**config.mk**
```make
export PLATFORM = sky130hd
export DESIGN_NAME = multi_dataflow_job_sequencer
export DESIGN_NICKNAME = d
export VERILOG_FILES = /design/src/rtl/multi_dataflow_job_sequencer.sv
export SDC_FILE = /design/constraint.sdc
export NUM_CORES = 1
export LEC_CHECK = 0
export CORE_UTILIZATION = 30
export CTS_CLUSTER_DIAMETER = 80
export DETAILED_ROUTE_END_ITERATION = 12
export PLACE_DENSITY_LB_ADDON = 0.15
export SLEW_MARGIN = 40
export SYNTH_ARGS = -nofsm -noshare
export SYNTH_HDL_FRONTEND = slang
export SYNTH_SLANG_ARGS = --single-unit
```
**constraint.sdc**
```tcl
create_clock -name clk_i -period 8.1 [get_ports clk_i]
set_input_delay 2.025 -clock clk_i [delete_from_list [all_inputs] [get_ports clk_i]]
set_output_delay 2.025 -clock clk_i [all_outputs]
set_load 0.05 [all_outputs]
```
**src/rtl/multi_dataflow_job_sequencer.sv**
```systemverilog
// multi_dataflow_job_sequencer: runs streamers and engine through every iteration of a job.
// Define MDF_SEQ_WATCHDOG_EN to add a no-progress watchdog that aborts the job in COMPUTE.
module multi_dataflow_job_sequencer #(
    parameter int ITER_W  = 16,
    parameter int LEN_W   = 32,
    parameter int TIMEOUT = 4096
) (
    input  logic              clk_i,
    input  logic              rst_ni,
    input  logic              clear_i,
    input  logic              trigger_i,
    input  logic [ITER_W-1:0] n_iter_i,
    input  logic [LEN_W-1:0]  len_i,
    output logic              src_start_o,
    output logic              sink_start_o,
    input  logic              src_done_i,
    input  logic              sink_done_i,
    output logic              eng_start_o,
    output logic              eng_clear_o,
    input  logic              eng_ready_i,
    input  logic [LEN_W-1:0]  out_cnt_i,
    input  logic              out_hs_i,
    output logic              busy_o,
    output logic [ITER_W-1:0] iter_o,
    output logic              evt_o,
    output logic              err_o
);
    typedef enum logic [2:0] {IDLE, START_STR, START_ENG, COMPUTE, NEXT, DONE} state_t;

    state_t            state_q, state_d;
    logic [ITER_W-1:0] n_iter_q, iter_q;
    logic [LEN_W-1:0]  len_q;
    logic              src_f, sink_f, both, last, accept, timeout, abort_q, collect;

    assign accept  = state_q == IDLE && trigger_i;
    assign collect = state_q == START_ENG || state_q == COMPUTE;
    assign both    = (src_f | src_done_i) & (sink_f | sink_done_i);
    // a zero-iteration job passes through NEXT only to give busy_o its one cycle
    assign last    = n_iter_q == '0 || iter_q == n_iter_q - ITER_W'(1);
    assign iter_o  = iter_q;

    always_comb begin
        state_d = state_q;
        case (state_q)
            IDLE:      if (trigger_i) state_d = n_iter_i == '0 ? NEXT : START_STR;
            START_STR: state_d = START_ENG;
            START_ENG: if (eng_ready_i) state_d = COMPUTE;
            COMPUTE:   if (both || timeout) state_d = NEXT;
            NEXT:      state_d = last || abort_q ? DONE : START_STR;
            DONE:      state_d = IDLE;
            default:   state_d = IDLE;
        endcase
    end

    always_ff @(posedge clk_i or negedge rst_ni) begin
        if (!rst_ni) begin
            state_q      <= IDLE;
            n_iter_q     <= '0;
            iter_q       <= '0;
            len_q        <= '0;
            src_f        <= 1'b0;
            sink_f       <= 1'b0;
            src_start_o  <= 1'b0;
            sink_start_o <= 1'b0;
            eng_start_o  <= 1'b0;
            eng_clear_o  <= 1'b0;
            busy_o       <= 1'b0;
            evt_o        <= 1'b0;
            err_o        <= 1'b0;
        end else if (clear_i) begin
            state_q      <= IDLE;
            n_iter_q     <= '0;
            iter_q       <= '0;
            len_q        <= '0;
            src_f        <= 1'b0;
            sink_f       <= 1'b0;
            src_start_o  <= 1'b0;
            sink_start_o <= 1'b0;
            eng_start_o  <= 1'b0;
            eng_clear_o  <= 1'b0;
            busy_o       <= 1'b0;
            evt_o        <= 1'b0;
            err_o        <= 1'b0;
        end else begin
            state_q <= state_d;
            if (accept) begin
                n_iter_q <= n_iter_i;
                len_q    <= len_i;
                iter_q   <= '0;
            end else if (state_q == NEXT && state_d == START_STR) begin
                iter_q <= iter_q + ITER_W'(1);
            end
            src_f        <= collect & (src_f | src_done_i);
            sink_f       <= collect & (sink_f | sink_done_i);
            src_start_o  <= state_d == START_STR;
            sink_start_o <= state_d == START_STR;
            eng_start_o  <= state_q == START_ENG && state_d == COMPUTE;
            eng_clear_o  <= state_q == COMPUTE && state_d == NEXT;
            busy_o       <= state_d != IDLE && state_d != DONE;
            evt_o        <= state_d == DONE;
            if (accept)
                err_o <= 1'b0;
            else if (state_q == COMPUTE && (timeout || (both && out_cnt_i < len_q)))
                err_o <= 1'b1;
        end
    end

`ifdef MDF_SEQ_WATCHDOG_EN
    localparam int WD_W = $clog2(TIMEOUT + 1);
    logic [WD_W-1:0] wd_q;

    assign timeout = state_q == COMPUTE && !out_hs_i && wd_q == WD_W'(TIMEOUT - 1);

    always_ff @(posedge clk_i or negedge rst_ni) begin
        if (!rst_ni) begin
            wd_q    <= '0;
            abort_q <= 1'b0;
        end else if (clear_i) begin
            wd_q    <= '0;
            abort_q <= 1'b0;
        end else begin
            wd_q    <= state_q == COMPUTE && state_d == COMPUTE && !out_hs_i ? wd_q + WD_W'(1) : '0;
            abort_q <= accept ? 1'b0 : abort_q | timeout;
        end
    end
`else
    logic unused_wd;
    assign timeout   = 1'b0;
    assign abort_q   = 1'b0;
    assign unused_wd = out_hs_i ^ (TIMEOUT == 0);
`endif
endmodule

```
==> run_results.csv <==
group,metric,value,unit
status,status,"finished clean",
logic_synthesis,ys_seq_area_share,39.6,%
clocking,path_clk_slew,60,ps
timing,hold_viol,0,
floorplanning,start_util,31.0,%
clocking,postCtsSetupRepairBufs,0,
logic_synthesis,yosys_most_used_dff,"dfrtp_1",
critical_path,r2r_slack,4990,ps
critical_path,critPathKind,"in2reg",
timing,rsz0062_at_grt,"no",
logic_synthesis,async_reset_ff_share,100,%
timing,timing.final.crit_share,51.8,%
placement,dpl.cell_count,856,
timing,tightest_slew,702,ps
logic_synthesis,syn-instance-count,561,
timing,setup_violations,0,
layout,area_growth,32.7,%
layout,post-route-util,41.1,%
detailed_routing,viasPerCell,4.97,
clocking,clockRootBuffer,"clkbuf_16",
layout,diodes,0,
power,p_leak,2.59,nW
placement,postPlaceCellArea,6000,um^2
grt,gr-total-overflow,0,
worst_hold_path,hp-start,"err_o",
power,switchingPower,297,uW
timing,finalMaxSlewViolations,0,
detailed_routing,vias,4324,
detailed_routing,first_pass_iters,4,
power,p_int,744,uW
power,powerDensity,165,nW/um^2
critical_path,reg2regPathDepth,8,
critical_path,cp_data_arrival_time,4430,ps
power,switching_share,28.5,%
timing,clock_skew,5.29,ps
layout,nets,777,
job,drv_cap,0,
detailed_routing,wl,13.2,mm
power,clkPwrFrac,37.5,%
power,p_seq_share,39.6,%
clocking,cts_buffers,9,
timing,fin_setup_tns,0,ps
grt,grt_max_degree,76,
grt,antenna_found_initial,0,
clocking,insertion_delay,340,ps
logic_synthesis,synthTopCellsByArea,"dfrtp_1 40%, nand2_1 9.3%, ha_1 8.7%, a21oi_1 7.2%, inv_1 2.9%",
clocking,cts_num_sinks,75,
floorplanning,row_count,45,
critical_path,critPathLaunchType,"input pin",
logic_synthesis,ys_types,59,
timing,max_freq,238,MHz
logic_synthesis,synth_top_area_share,39.6,%
floorplanning,die_w,128,um
critical_path,end_kind,"register",
timing,post-route-min-period,4200,ps
logic_synthesis,yosysTopAreaCell,"dfrtp_1",
floorplanning,core,15300,um^2
power,p_comb_share,22.8,%
layout,final_cell_area,6290,um^2
placement,numPortBuffers,109,
layout,stdcell_count,870,
detailed_routing,drc,0,
layout,drive_gt1_share,5.46,%
floorplanning,pin_count,111,
placement,dp_hpwl,9.75,mm
floorplanning,floorplan.die_area,16300,um^2
grt,grtUsageTotal,17.1,%
power,vdd_drop_max,0.0970,mV
clocking,holdBufCountCts,0,
clocking,htreeDepth,3,
worst_hold_path,min_to,"err_o",
worst_hold_path,min_path_type,"reg2reg",
timing,slew_headroom,53.2,%
critical_path,timing.rr.start,"n_iter_q[3]",
critical_path,r2r-end,"iter_o[0]",
grt,grt_first_pass_wirelength,21.6,mm
detailed_routing,drt-initial-drc-count,247,
clocking,cts_tree,"done",
detailed_routing,wl_per_cell,15.2,um
grt,grt_pass1_vias,4366,
logic_synthesis,syn_nets,682,
placement,gp_congestion,0.850,
logic_synthesis,synth_edf_count,0,
worst_hold_path,hold_depth,1,
layout,fillCellCount,1603,
logic_synthesis,synth.avg_cell_area,8.45,um^2
logic_synthesis,synth_warnings,0,
clocking,cts_resized,0,
critical_path,required,8330,ps
logic_synthesis,ys_ff_latch,75,
floorplanning,fp.dieH,128,um
critical_path,cp_max_fo,2,
clocking,ctsLongestPathBuffers,2,
detailed_routing,antenna_left,0,
logic_synthesis,syn_area,4740,um^2
-- cells by family after synthesis --
kind of cell	after synthesis	share of synthesized area, %
fa+ha+maj	33	8.71
flops	75	39.6
buf+inv	65	5.57
mux	8	1.72
xor+xnor	16	2.96
simple gates	239	25.3
compound gates	125	16.2
-- critical path, cell delays in order --
cell             delay (ps)
clkdlybuf4s50_1         420
ha_1                    300
and3_1                  200
nand4_1                 130
or2_2                   330
o41ai_1                 560
a2111oi_0               260
a21o_1                  200
-- metal layers --
| metal | vias up | GRT usage, % | routed length, um |
|---|---|---|---|
| met4 | 0 | 7.27 | 281 |
| li1 | 2146 | - | - |
| met3 | 18 | 2.80 | 545 |
| met2 | 91 | 28.2 | 6200 |
| met5 | - | 0 | 0 |
| met1 | 2069 | 22.1 | 6170 |
-- cells in the final DEF, fill, tap and decap left out, drive strengths merged, types with 2 or more instances in the layout --
| cell type | synthesis | routed |
|---|---|---|
| mux2i | 7 | 7 |
| xor2 | 4 | 4 |
| a211oi | 6 | 6 |
| buf | 6 | 5 |
| nand2 | 117 | 117 |
| nand3b | 2 | 2 |
| a2111oi | 3 | 3 |
| o21ai | 9 | 9 |
| nor4 | 13 | 13 |
| o41ai | 2 | 2 |
| nand3 | 8 | 8 |
| or4 | 5 | 5 |
| o31ai | 3 | 3 |
| nor2b | 7 | 7 |
| o21bai | 2 | 2 |
| nand2b | 11 | 11 |
| clkdlybuf4s50 | 0 | 107 |
| o211ai | 2 | 2 |
| nor3 | 12 | 12 |
| xnor2 | 12 | 12 |
| nor2 | 23 | 23 |
| and3 | 4 | 4 |
| a31oi | 4 | 4 |
| inv | 37 | 37 |
| a21oi | 68 | 68 |
| dfrtp | 75 | 75 |
| or2 | 2 | 2 |
| o32ai | 2 | 2 |
| nand4 | 12 | 12 |
| a21o | 15 | 15 |
| ha | 33 | 33 |
| nor3b | 5 | 5 |
| clkinv | 0 | 2 |
| clkbuf | 22 | 11 |
| or3 | 11 | 11 |
| o221ai | 2 | 2 |
-- flip-flops by register name, indices dropped and copies added (netlist names) --
signal,cells
src_f,1
len_q,32
state_q,3
n_iter_q,16
err_o,1
eng_start_o,1
evt_o,1
sink_f,1
busy_o,1
iter_o,16
sink_start_o,1
eng_clear_o,1
-- synth_stat cells (5+ instances only) --
master and instances:
nand3_1 8, a21o_1 15, nor3_1 11, nand2b_1 11, o21ai_0 8, dfrtp_1 75, a21oi_1 68, mux2i_1 7
xnor2_1 12, nand2_1 117, inv_1 37, a211oi_1 6, nand4_1 11, nor3b_1 5, clkbuf_1 22, or3_1 11
nor2_1 22, nor4_1 11, or4_1 5, nor2b_1 7, ha_1 33
-- metrics by stage --
step | hold WS (ps) | setup slack (ps) | power (mW)
CTS | 478 | 3850 | 1.06
detailed placement | 465 | 3490 | 0.657
floorplan | 482 | 4430 | 0.561
finish | 474 | 3900 | 1.04
global placement | 463 | 3590 | 0.651
global route | 498 | 3760 | 1.10
-- worst max-delay path by stage --
stage | end | depth (start not counted) | startpoint
finish | err_o | 8 | out_cnt_i[23]
global route | err_o | 8 | out_cnt_i[22]
CTS | err_o | 8 | out_cnt_i[22]
detailed placement | err_o | 8 | out_cnt_i[22]
global placement | err_o | 8 | out_cnt_i[23]
floorplan | err_o | 9 | out_cnt_i[17]
-- power by group through the flow --
stage,clock network (mW),logic (mW),registers [mW]
6_report,0.391,0.238,0.412
5_1_grt,0.415,0.268,0.416
4_1_cts,0.404,0.240,0.412
3_5_place_dp,0,0.239,0.419
3_3_place_gp,0,0.233,0.418
2_1_floorplan,0,0.145,0.416
-- area by class of cell --
cell class              count  area (um^2)  share of cell area, %
clock buffers              11          243                   3.86
inverters                  37          139                   2.21
well taps                 211          264                   4.20
clock inverters             3         40.0                  0.636
flip-flops and latches     75         1880                   29.8
repair buffers            112         1110                   17.6
multi-input cells         421         2620                   41.6
(Power assumes the default switching activity.)
==> patch (same flow settings) <==
Set the parameter `ITER_W` to 32 (it was 16).
--- a/src/rtl/multi_dataflow_job_sequencer.sv
+++ b/src/rtl/multi_dataflow_job_sequencer.sv
@@ -1,7 +1,7 @@
 // multi_dataflow_job_sequencer: runs streamers and engine through every iteration of a job.
 // Define MDF_SEQ_WATCHDOG_EN to add a no-progress watchdog that aborts the job in COMPUTE.
 module multi_dataflow_job_sequencer #(
-    parameter int ITER_W  = 16,
+    parameter int ITER_W  = 32,
     parameter int LEN_W   = 32,
     parameter int TIMEOUT = 4096
 ) (
Interface: changed (resized iter_o and n_iter_i); port bits go from 111 to 143. The function was not compared with the original's and may differ.
==> patch against the original RTL <==
Synthesized cell count grew 49%. Total power rose by 31%. Via count increased by 47%. Utilization is 1.9 points lower. Final area is 42% higher. Die area up 47%. Wire length up 55%. Sequential cell count is 32 higher. Global-route usage grew 0.60 points. Worst setup slack worse by 0.0033 ns. Synthesized area grew 48%. Critical path depth is 3 higher. Largest power group unchanged. Highest routed layer unchanged.
==> patch: results (changes against the original RTL) <==
metric	value	unit	change
status	complete, no violations		
clk_share	3.13	%	-1.4 points
pre_cts_ws	3.80	ns	+0.311 ns
antenna_found_initial	0		unchanged
avgViaCountPerCell	5.03		+1.1%
root_buffer	clkbuf_16		
gp_congestion	0.830		-2.4%
first_global_vias	6176		+41%
fill_cells	2364		+47%
cts_sinks	107		+43%
clkTransAtPathRegs	0.07	ns	
nonClkBufAreaFrac	16.3	%	-1.4 points
post_cts_buffers	0		unchanged
synth-xor-area-share	5.51	%	+2.6 points
portBuffers	141		+29%
synth_cell_types	66		+12%
pg_comb	0.000339	W	+42%
seq_share	30.0	%	+0.19 points
critPathTopFamily	simple AND/OR/NAND/NOR gates		
cts_repair_resize_count	0		unchanged
drt_iter0_drc	340		+38%
yosys_warnings	0		unchanged
synthAdderAreaFrac	5.90	%	-2.8 points
ir_worst_vdd	89.5	uV	-7.7%
clock_skew	0.00750	ns	+0.00221 ns
track_usage	17.7	%	+0.60 points
worstPathArrival	4.47	ns	+0.04 ns
slew-limit-headroom	49.0	%	-4.2 points
finalWirelength	20400	um	+55%
p_clk	0.000435	W	+11%
num-multi-input-gates	638		+52%
grt_pass1_wl	33000	um	+53%
power.density	153	mW/mm^2	-7.7%
dpl.hpwl	15000	um	+54%
synth_fp_nets	971		+42%
worst-path-max-fanout	9		+7
dr.pass1.iters	5		+1
n_all_buffers	147		+31%
muxShareOfSynthArea	1.14	%	-0.57 points
clock_latency	0.36	ns	+0.02 ns
worst_path_max_delay_cell	o41ai_4		
synth_compound_area_share	16.0	%	-0.19 points
critical-path-max-stage-delay	0.68	ns	+0.12 ns
grt_start_max_net_pins	77		+1.3%
p_leak	3.54	nW	+36%
clock_path_buffers	2		unchanged
nNetsFinal	1084		+40%
inverters	44		+19%
internal_power	0.000930	W	+25%
drive_above_1_share	4.73	%	-0.74 points
synth_commonest_cells	nand2_1, dfrtp_1, a21oi_1		
clkbuf_count	12		+1
hp-class	register to register		
diodes	0		unchanged
seq_area_frac_synth	38.3	%	-1.3 points
multi_input_area	0.00395	sq mm	+51%
synth_area_leaders	dfrtp_1, nand2_1, a21oi_1		
-- patch: cell count changes in the layout (fill, tap and decap cells not counted), moves of 8 or more --
| cell | unedited run | this run |
|---|---|---|
| xnor2_1 | 12 | 25 |
| nand2_1 | 116 | 165 |
| nand4_1 | 11 | 21 |
| or4_1 | 5 | 21 |
| or3_1 | 11 | 22 |
| nor2_1 | 22 | 30 |
| nand3_1 | 8 | 20 |
| a21oi_1 | 68 | 99 |
| o31ai_1 | 3 | 14 |
| clkdlybuf4s50_1 | 107 | 139 |
| nor4_1 | 11 | 20 |
| dfrtp_1 | 75 | 107 |
| xor2_1 | 4 | 19 |
-- patch: per-stage QoR --
| step | instance area (sq um) | util, % | hold WS, ns | std cells |
|---|---|---|---|---|
| 2_1_floorplan | 7000 | - | 0.474 | 834 |
| 3_3_place_gp | 8630 | 37.9 | 0.472 | 1249 |
| 3_5_place_dp | 8640 | 37.9 | 0.490 | 1249 |
| 4_1_cts | 8920 | 39.1 | 0.513 | 1265 |
| 5_1_grt | 8920 | 39.1 | 0.547 | 1265 |
| 6_report | 8920 | 39.1 | 0.499 | 1265 |
-- patch: metal layers --
layer	track usage (%)	routed length (um)
met2	27.9	9190
met5	0	0
met3	6.28	1580
met1	23.3	9500
met4	3.35	151
-- patch: worst paths after layout --
kind / slack (ns) / endpoint / cells past startpoint / start
max in group asynchronous: 5.41 / n_iter_q[8] / 2 / rst_ni
min in group asynchronous: 1.65 / iter_o[26] / 1 / rst_ni
hold / removal: 0.50 / err_o / 2 / err_o
hold reg to reg: 0.50 / err_o / 2 / err_o
setup reg to reg: 3.90 / evt_o / 11 / n_iter_q[0]
setup / recovery: 3.90 / evt_o / 11 / n_iter_q[0]
